File: src/rtl/bcd_serial_adder_if.sv
// Handshake bundle for the serial BCD adder/subtractor: operand side and result side.
// The master drives operands and result acceptance; the slave (the adder) answers.
interface bcd_serial_adder_if #(
  parameter int DIGITS = 4
);
  logic                  in_valid;
  logic                  in_ready;
  logic                  sub;
  logic [4*DIGITS-1:0]   a;
  logic [4*DIGITS-1:0]   b;
  logic                  out_valid;
  logic                  out_ready;
  logic [4*DIGITS-1:0]   sum;
  logic                  carry;
  logic                  err;

  modport master (
    output in_valid, sub, a, b, out_ready,
    input  in_ready, out_valid, sum, carry, err
  );

  modport slave (
    input  in_valid, sub, a, b, out_ready,
    output in_ready, out_valid, sum, carry, err
  );
endinterface

File: src/rtl/bcd_serial_adder.sv
// Multi-digit BCD adder/subtractor, one digit per clock LSD first through a single
// shared decimal-correction stage; subtraction is ten's complement (nines + carry-in).
module bcd_serial_adder #(
  parameter int DIGITS = 4
) (
  input  logic                clk,
  input  logic                rst_n,
  bcd_serial_adder_if.slave   bus
);

  localparam int W  = 4 * DIGITS;
  localparam int CW = (DIGITS > 1) ? $clog2(DIGITS) : 1;
  localparam logic [CW-1:0] LAST = CW'(DIGITS - 1);

  typedef enum logic [1:0] {
    IDLE = 2'd0,
    RUN  = 2'd1,
    DONE = 2'd2
  } state_t;

  function automatic logic has_bad_digit(input logic [W-1:0] v);
    logic bad;
    bad = 1'b0;
    for (int i = 0; i < DIGITS; i++) begin
      bad = bad | (v[4*i +: 4] > 4'd9);
    end
    return bad;
  endfunction

  function automatic logic [W-1:0] nines(input logic [W-1:0] v);
    logic [W-1:0] r;
    r = {W{1'b0}};
    for (int i = 0; i < DIGITS; i++) begin
      r[4*i +: 4] = 4'd9 - v[4*i +: 4];
    end
    return r;
  endfunction

  // Returns {carry_out, corrected_digit}.
  function automatic logic [4:0] digit_add(input logic [3:0] x, input logic [3:0] y,
                                           input logic cin);
    logic [4:0] raw;
    raw = {1'b0, x} + {1'b0, y} + {4'b0000, cin};
    if (raw > 5'd9) begin
      return {1'b1, raw[3:0] + 4'd6};
    end else begin
      return {1'b0, raw[3:0]};
    end
  endfunction

  state_t        state_r;
  logic [W-1:0]  a_r;
  logic [W-1:0]  b_r;
  logic [W-1:0]  res_r;
  logic          c_r;
  logic [CW-1:0] cnt_r;
  logic          err_r;
  logic          in_ready_r;
  logic          out_valid_r;
  logic [W-1:0]  sum_r;
  logic          carry_r;
  logic          err_out_r;

  logic [4:0]    step_s;
  logic [W-1:0]  digit_ext_s;
  logic [W-1:0]  res_next_s;

  // Current digit step; operands shift right so digit 0 is always at [3:0].
  always_comb begin
    step_s      = digit_add(a_r[3:0], b_r[3:0], c_r);
    digit_ext_s = {W{1'b0}};
    digit_ext_s[W-1 -: 4] = step_s[3:0];
    res_next_s  = (res_r >> 4'd4) | digit_ext_s;
  end

  // Control FSM with datapath and registered outputs.
  always_ff @(posedge clk or negedge rst_n) begin
    if (!rst_n) begin
      state_r     <= IDLE;
      a_r         <= {W{1'b0}};
      b_r         <= {W{1'b0}};
      res_r       <= {W{1'b0}};
      c_r         <= 1'b0;
      cnt_r       <= {CW{1'b0}};
      err_r       <= 1'b0;
      in_ready_r  <= 1'b0;
      out_valid_r <= 1'b0;
      sum_r       <= {W{1'b0}};
      carry_r     <= 1'b0;
      err_out_r   <= 1'b0;
    end else begin
      case (state_r)
        IDLE: begin
          if (bus.in_valid && in_ready_r) begin
            a_r        <= bus.a;
            b_r        <= bus.sub ? nines(bus.b) : bus.b;
            c_r        <= bus.sub;
            cnt_r      <= {CW{1'b0}};
            err_r      <= has_bad_digit(bus.a) | has_bad_digit(bus.b);
            res_r      <= {W{1'b0}};
            sum_r      <= {W{1'b0}};
            carry_r    <= 1'b0;
            err_out_r  <= 1'b0;
            in_ready_r <= 1'b0;
            state_r    <= RUN;
          end else begin
            in_ready_r <= 1'b1;
          end
        end
        RUN: begin
          a_r   <= a_r >> 4'd4;
          b_r   <= b_r >> 4'd4;
          c_r   <= step_s[4];
          res_r <= res_next_s;
          if (cnt_r == LAST) begin
            state_r     <= DONE;
            out_valid_r <= 1'b1;
            // An invalid input digit suppresses the arithmetic result entirely.
            if (err_r) begin
              sum_r     <= {W{1'b0}};
              carry_r   <= 1'b0;
              err_out_r <= 1'b1;
            end else begin
              sum_r     <= res_next_s;
              carry_r   <= step_s[4];
              err_out_r <= 1'b0;
            end
          end else begin
            cnt_r <= cnt_r + CW'(1);
          end
        end
        DONE: begin
          if (bus.out_ready) begin
            out_valid_r <= 1'b0;
            in_ready_r  <= 1'b1;
            state_r     <= IDLE;
          end else begin
            out_valid_r <= 1'b1;
          end
        end
        default: begin
          state_r     <= IDLE;
          in_ready_r  <= 1'b0;
          out_valid_r <= 1'b0;
        end
      endcase
    end
  end

  assign bus.in_ready  = in_ready_r;
  assign bus.out_valid = out_valid_r;
  assign bus.sum       = sum_r;
  assign bus.carry     = carry_r;
  assign bus.err       = err_out_r;

endmodule

File: src/flat_wrapper.sv
// flat-port wrapper written by rule: the top's interface ports become plain ports
module bcd_serial_adder_flat 
#(
  parameter int DIGITS = 4
)
  (clk, rst_n, bus_in_valid, bus_sub, bus_a, bus_b, bus_out_ready, bus_in_ready, bus_out_valid, bus_sum, bus_carry, bus_err);
  bcd_serial_adder_if #(.DIGITS(DIGITS)) bus_i ();
  input  logic clk;
  input  logic rst_n;
  input wire logic [$bits(bus_i.in_valid)-1:0] bus_in_valid;
  input wire logic [$bits(bus_i.sub)-1:0] bus_sub;
  input wire logic [$bits(bus_i.a)-1:0] bus_a;
  input wire logic [$bits(bus_i.b)-1:0] bus_b;
  input wire logic [$bits(bus_i.out_ready)-1:0] bus_out_ready;
  output wire logic [$bits(bus_i.in_ready)-1:0] bus_in_ready;
  output wire logic [$bits(bus_i.out_valid)-1:0] bus_out_valid;
  output wire logic [$bits(bus_i.sum)-1:0] bus_sum;
  output wire logic [$bits(bus_i.carry)-1:0] bus_carry;
  output wire logic [$bits(bus_i.err)-1:0] bus_err;
  assign bus_i.in_valid = bus_in_valid;
  assign bus_i.sub = bus_sub;
  assign bus_i.a = bus_a;
  assign bus_i.b = bus_b;
  assign bus_i.out_ready = bus_out_ready;
  assign bus_in_ready = bus_i.in_ready;
  assign bus_out_valid = bus_i.out_valid;
  assign bus_sum = bus_i.sum;
  assign bus_carry = bus_i.carry;
  assign bus_err = bus_i.err;
  bcd_serial_adder #(.DIGITS(DIGITS)) u_core (.clk(clk), .rst_n(rst_n), .bus(bus_i));
endmodule
File: config.mk
export PLATFORM = sky130hd
export DESIGN_NAME = bcd_serial_adder_flat
export DESIGN_NICKNAME = d
export VERILOG_FILES = /design/src/rtl/bcd_serial_adder_if.sv /design/src/rtl/bcd_serial_adder.sv /design/src/flat_wrapper.sv
export SDC_FILE = /design/constraint.sdc
export NUM_CORES = 1
export LEC_CHECK = 0
export ABC_AREA = 1
export ABC_CLOCK_PERIOD_IN_PS = 3230
export CAP_MARGIN = 10
export CORE_ASPECT_RATIO = 0.9
export CORE_MARGIN = 10
export CORE_UTILIZATION = 40
export DETAILED_ROUTE_END_ITERATION = 10
export GPL_TIMING_DRIVEN = 0
export PLACE_DENSITY_LB_ADDON = 0.25
export SLEW_MARGIN = 20
export SYNTH_ARGS = -nofsm -noshare
export SYNTH_HDL_FRONTEND = slang
export SYNTH_SLANG_ARGS = --single-unit
File: constraint.sdc
create_clock -name clk -period 3.23 [get_ports clk]
set_clock_uncertainty 0.1 [all_clocks]
set_input_delay 0.4845 -clock clk [delete_from_list [all_inputs] [get_ports clk]]
set_output_delay 0.4845 -clock clk [all_outputs]
set_load 0.02 [all_outputs]
==> metrics, run 1 <==
Avg Cell Area, Syn=8.39 µm²; final setup vio count=0; leading area contributor after synthesis=dfrtp_1; Synth Area in Simple Gates=20.8%; antenna fix cells=0; die area=12,900 µm²; RSZ-0062 raised after global routing=false; setup slack, reg-to-reg=0.46 ns; Synth Area in Adders=5.42%; crit start category=flop; grt ovf=0; TritonCTS clock tree=yes; max_cap viols=0; total CTS buffers=9; Leak=2.02 nW; initial DRC count=146; total chip power=4.03 mW; Reg-to-Reg End=u_core.bus.sum[15]$_DFFE_PN0P_; gr busiest metal=met2; Post-Route Setup TNS=0 ns; DIE WIDTH=119 µm; top post-synthesis cells by area=dfrtp_1, nand2_1, o21ai_0; worst vdd ir=0.310 mV; H-tree Lvls=3; Seq/Total Area, Yosys=50.0%; Buffers on Ports=55; Pins Over Slew Limit=0; Initial Utilization=40.9%; CTS Sinks=70; pin count of the biggest net entering global routing=42; Worst Tran Pin Value=0.632 ns; fraction of registers with async set/reset=100%; critical path type=reg2reg; crit path DAT=2.91 ns; most common cell after layout, fill and taps aside=nand2_1; post-synthesis cell type count=36; Residual DRC=0; met3 GRT Util=5.17%; die height=109 µm; Ys Warns=0; largest family of logic cells by synthesized area=simple AND/OR/NAND/NOR gates; clock slew at reported path FFs=0.07 ns; number of synthesized flops with an enable pin=0; fin crit share=85.6%; hold path start=u_core.bus.sum[11]$_DFFE_PN0P_; Detailed Place HPWL=6950 µm; CP max FO=4; Synth top area share=50.0%; First-pass DRT Iterations=4; flops & latches, synth=70; cells on worst reg2reg path=13; crit end category=flop; wire per inst=15.1 µm; Hold Path Stages=2; worst r2r src=u_core.c_r$_DFFE_PN0P_; post-synthesis mux area share=0%; critical path required time=3.37 ns; fin crit period=2.77 ns; Area Overhead vs Synth=26.7%; layout cells sized above 1=7.74%; routing usage on met2=24.6%; # nets final=537; fmax=0.362 GHz; dominant synthesized flop cell=dfrtp_1; Ports=57; worst skew pair latency=0.35 ns; Total Routed Length=9240 µm; xor/xnor share of the synthesized area=1.75%; most frequent cells in the layout=nand2_1, dfrtp_1, clkdlybuf4s50_1, o21ai_0, inv_1; final hold vios=0; Core ar.=8570 µm²; number of global-route vias before repair=3,293; first-pass GRT wire length=15,700 µm; Via Count=3,102; Total GRT Usage=14.9%; Mapped Nets=469; initial antenna violation count=0; root buffer cell=clkbuf_8; vias per cell=5.09; synthesized cell area=3510 µm²; Final ANT Viol Nets=0; pwr/cell area=908 nW/µm²; status=complete, no violations; GR Layer Usage met1=17.7%; Hold EP=u_core.bus.sum[11]$_DFFE_PN0P_; # rows=32; Cells after Synth=418; Routability Congestion=0.858; clk buf depth=2; Rel. slew slack=57.9%; Compound-Gate Fraction of Synth Area=15.8%; worst min path class=reg2reg
## state kept, by name, summed over array words and instances (netlist names)
name / cells
u_core.state_r: 2
u_core.bus.in_ready: 1
u_core.bus.sum: 16
u_core.b_r: 16
u_core.err_r: 1
u_core.a_r: 16
u_core.res_r: 12
u_core.c_r: 1
u_core.bus.carry: 1
u_core.cnt_r: 2
u_core.bus.out_valid: 1
u_core.bus.err: 1
## cell usage after synthesis (6+ instances only)
cell type  instances
nand3_1           17
a21oi_1           15
buf_2              7
o21ai_0           37
clkbuf_1          12
nand2_1          125
nor2_1            29
o31ai_1            6
inv_1             30
dfrtp_1           70
a31oi_1           17
ha_1              12
## where the power goes
part | switching [mW] | internal [mW] | total (mW)
sequential | 0.166 | 1.16 | 1.33
combinational | 1.31 | 0.659 | 1.96
clock | 0.342 | 0.397 | 0.739
## what timing repair did
item                                   in CTS  in global routing
endpoints found under the hold margin      29                  0
hold buffers                                1                  0
gates resized for setup                     0                  0
setup buffers                               0                  0
## critical path: stages, from the launching register on
cell and delay (ns):
dfrtp_1 0.41, fa_1 0.49, fa_1 0.47, nand2_1 0.09, nand2_1 0.10, ha_1 0.24
inv_1 0.08, nor2_1 0.04, a21oi_1 0.10, nand2_1 0.10, nand2_1 0.15, nand3_1 0.12
nand3_1 0.11, nand2_1 0.05
## layout make-up
| type | count | area, µm² |
|---|---|---|
| clock buffer | 11 | 151 |
| clock inverter | 5 | 57.6 |
| timing repair buffer | 57 | 578 |
| sequential | 70 | 1750 |
| multi-input combinational | 293 | 1540 |
| inverter | 34 | 128 |
| fill | 852 | 4130 |
| tap | 119 | 149 |
| buffer | 21 | 91.3 |
## worst max path at each step
stage	start	end	slack, ns	depth (start not counted)
2_1_floorplan	u_core.c_r$_DFFE_PN0P_	u_core.res_r[15]$_DFFE_PN0P_	0.76	12
3_3_place_gp	rst_n	u_core.a_r[11]$_DFFE_PN0P_	-0.82	1
3_5_place_dp	u_core.c_r$_DFFE_PN0P_	u_core.bus.sum[15]$_DFFE_PN0P_	0.51	13
4_1_cts	u_core.c_r$_DFFE_PN0P_	u_core.bus.sum[15]$_DFFE_PN0P_	0.49	13
5_1_grt	u_core.c_r$_DFFE_PN0P_	u_core.bus.sum[15]$_DFFE_PN0P_	0.25	13
6_report	u_core.c_r$_DFFE_PN0P_	u_core.bus.sum[15]$_DFFE_PN0P_	0.46	13
## through the flow
stage               std cells  area, µm²  setup slack (ns)  hold slack, ns  util, %
global placement          592       4210            -0.817           0.359     49.1
global route              610       4440             0.249           0.405     51.8
floorplan                 418       3510             0.760          0.0889        -
finish                    610       4440             0.464           0.378     51.8
detailed placement        593       4220             0.509           0.338     49.3
CTS                       610       4440             0.492           0.382     51.8
## cell families (layout without fill, tap and decap cells)
logic type | after synthesis | count (layout)
fa+ha+maj | 14 | 14
xor+xnor | 7 | 7
simple gates | 181 | 181
compound gates | 91 | 91
flops | 70 | 70
buf+inv | 55 | 128
## layer usage
| metal | vias up | routed length [µm] |
|---|---|---|
| li1 | 1513 | - |
| met1 | 1498 | 4130 |
| met2 | 78 | 4410 |
| met3 | 13 | 565 |
| met4 | 0 | 133 |
| met5 | - | 0 |
Power figures use the tool's default switching activity.
==> run 2, diff against run 1 <==
- SKIP_LAST_GASP: default -> 1
==> results of run 2 <==
No change in the layout: final DEF, timing and power equal those of run 1.
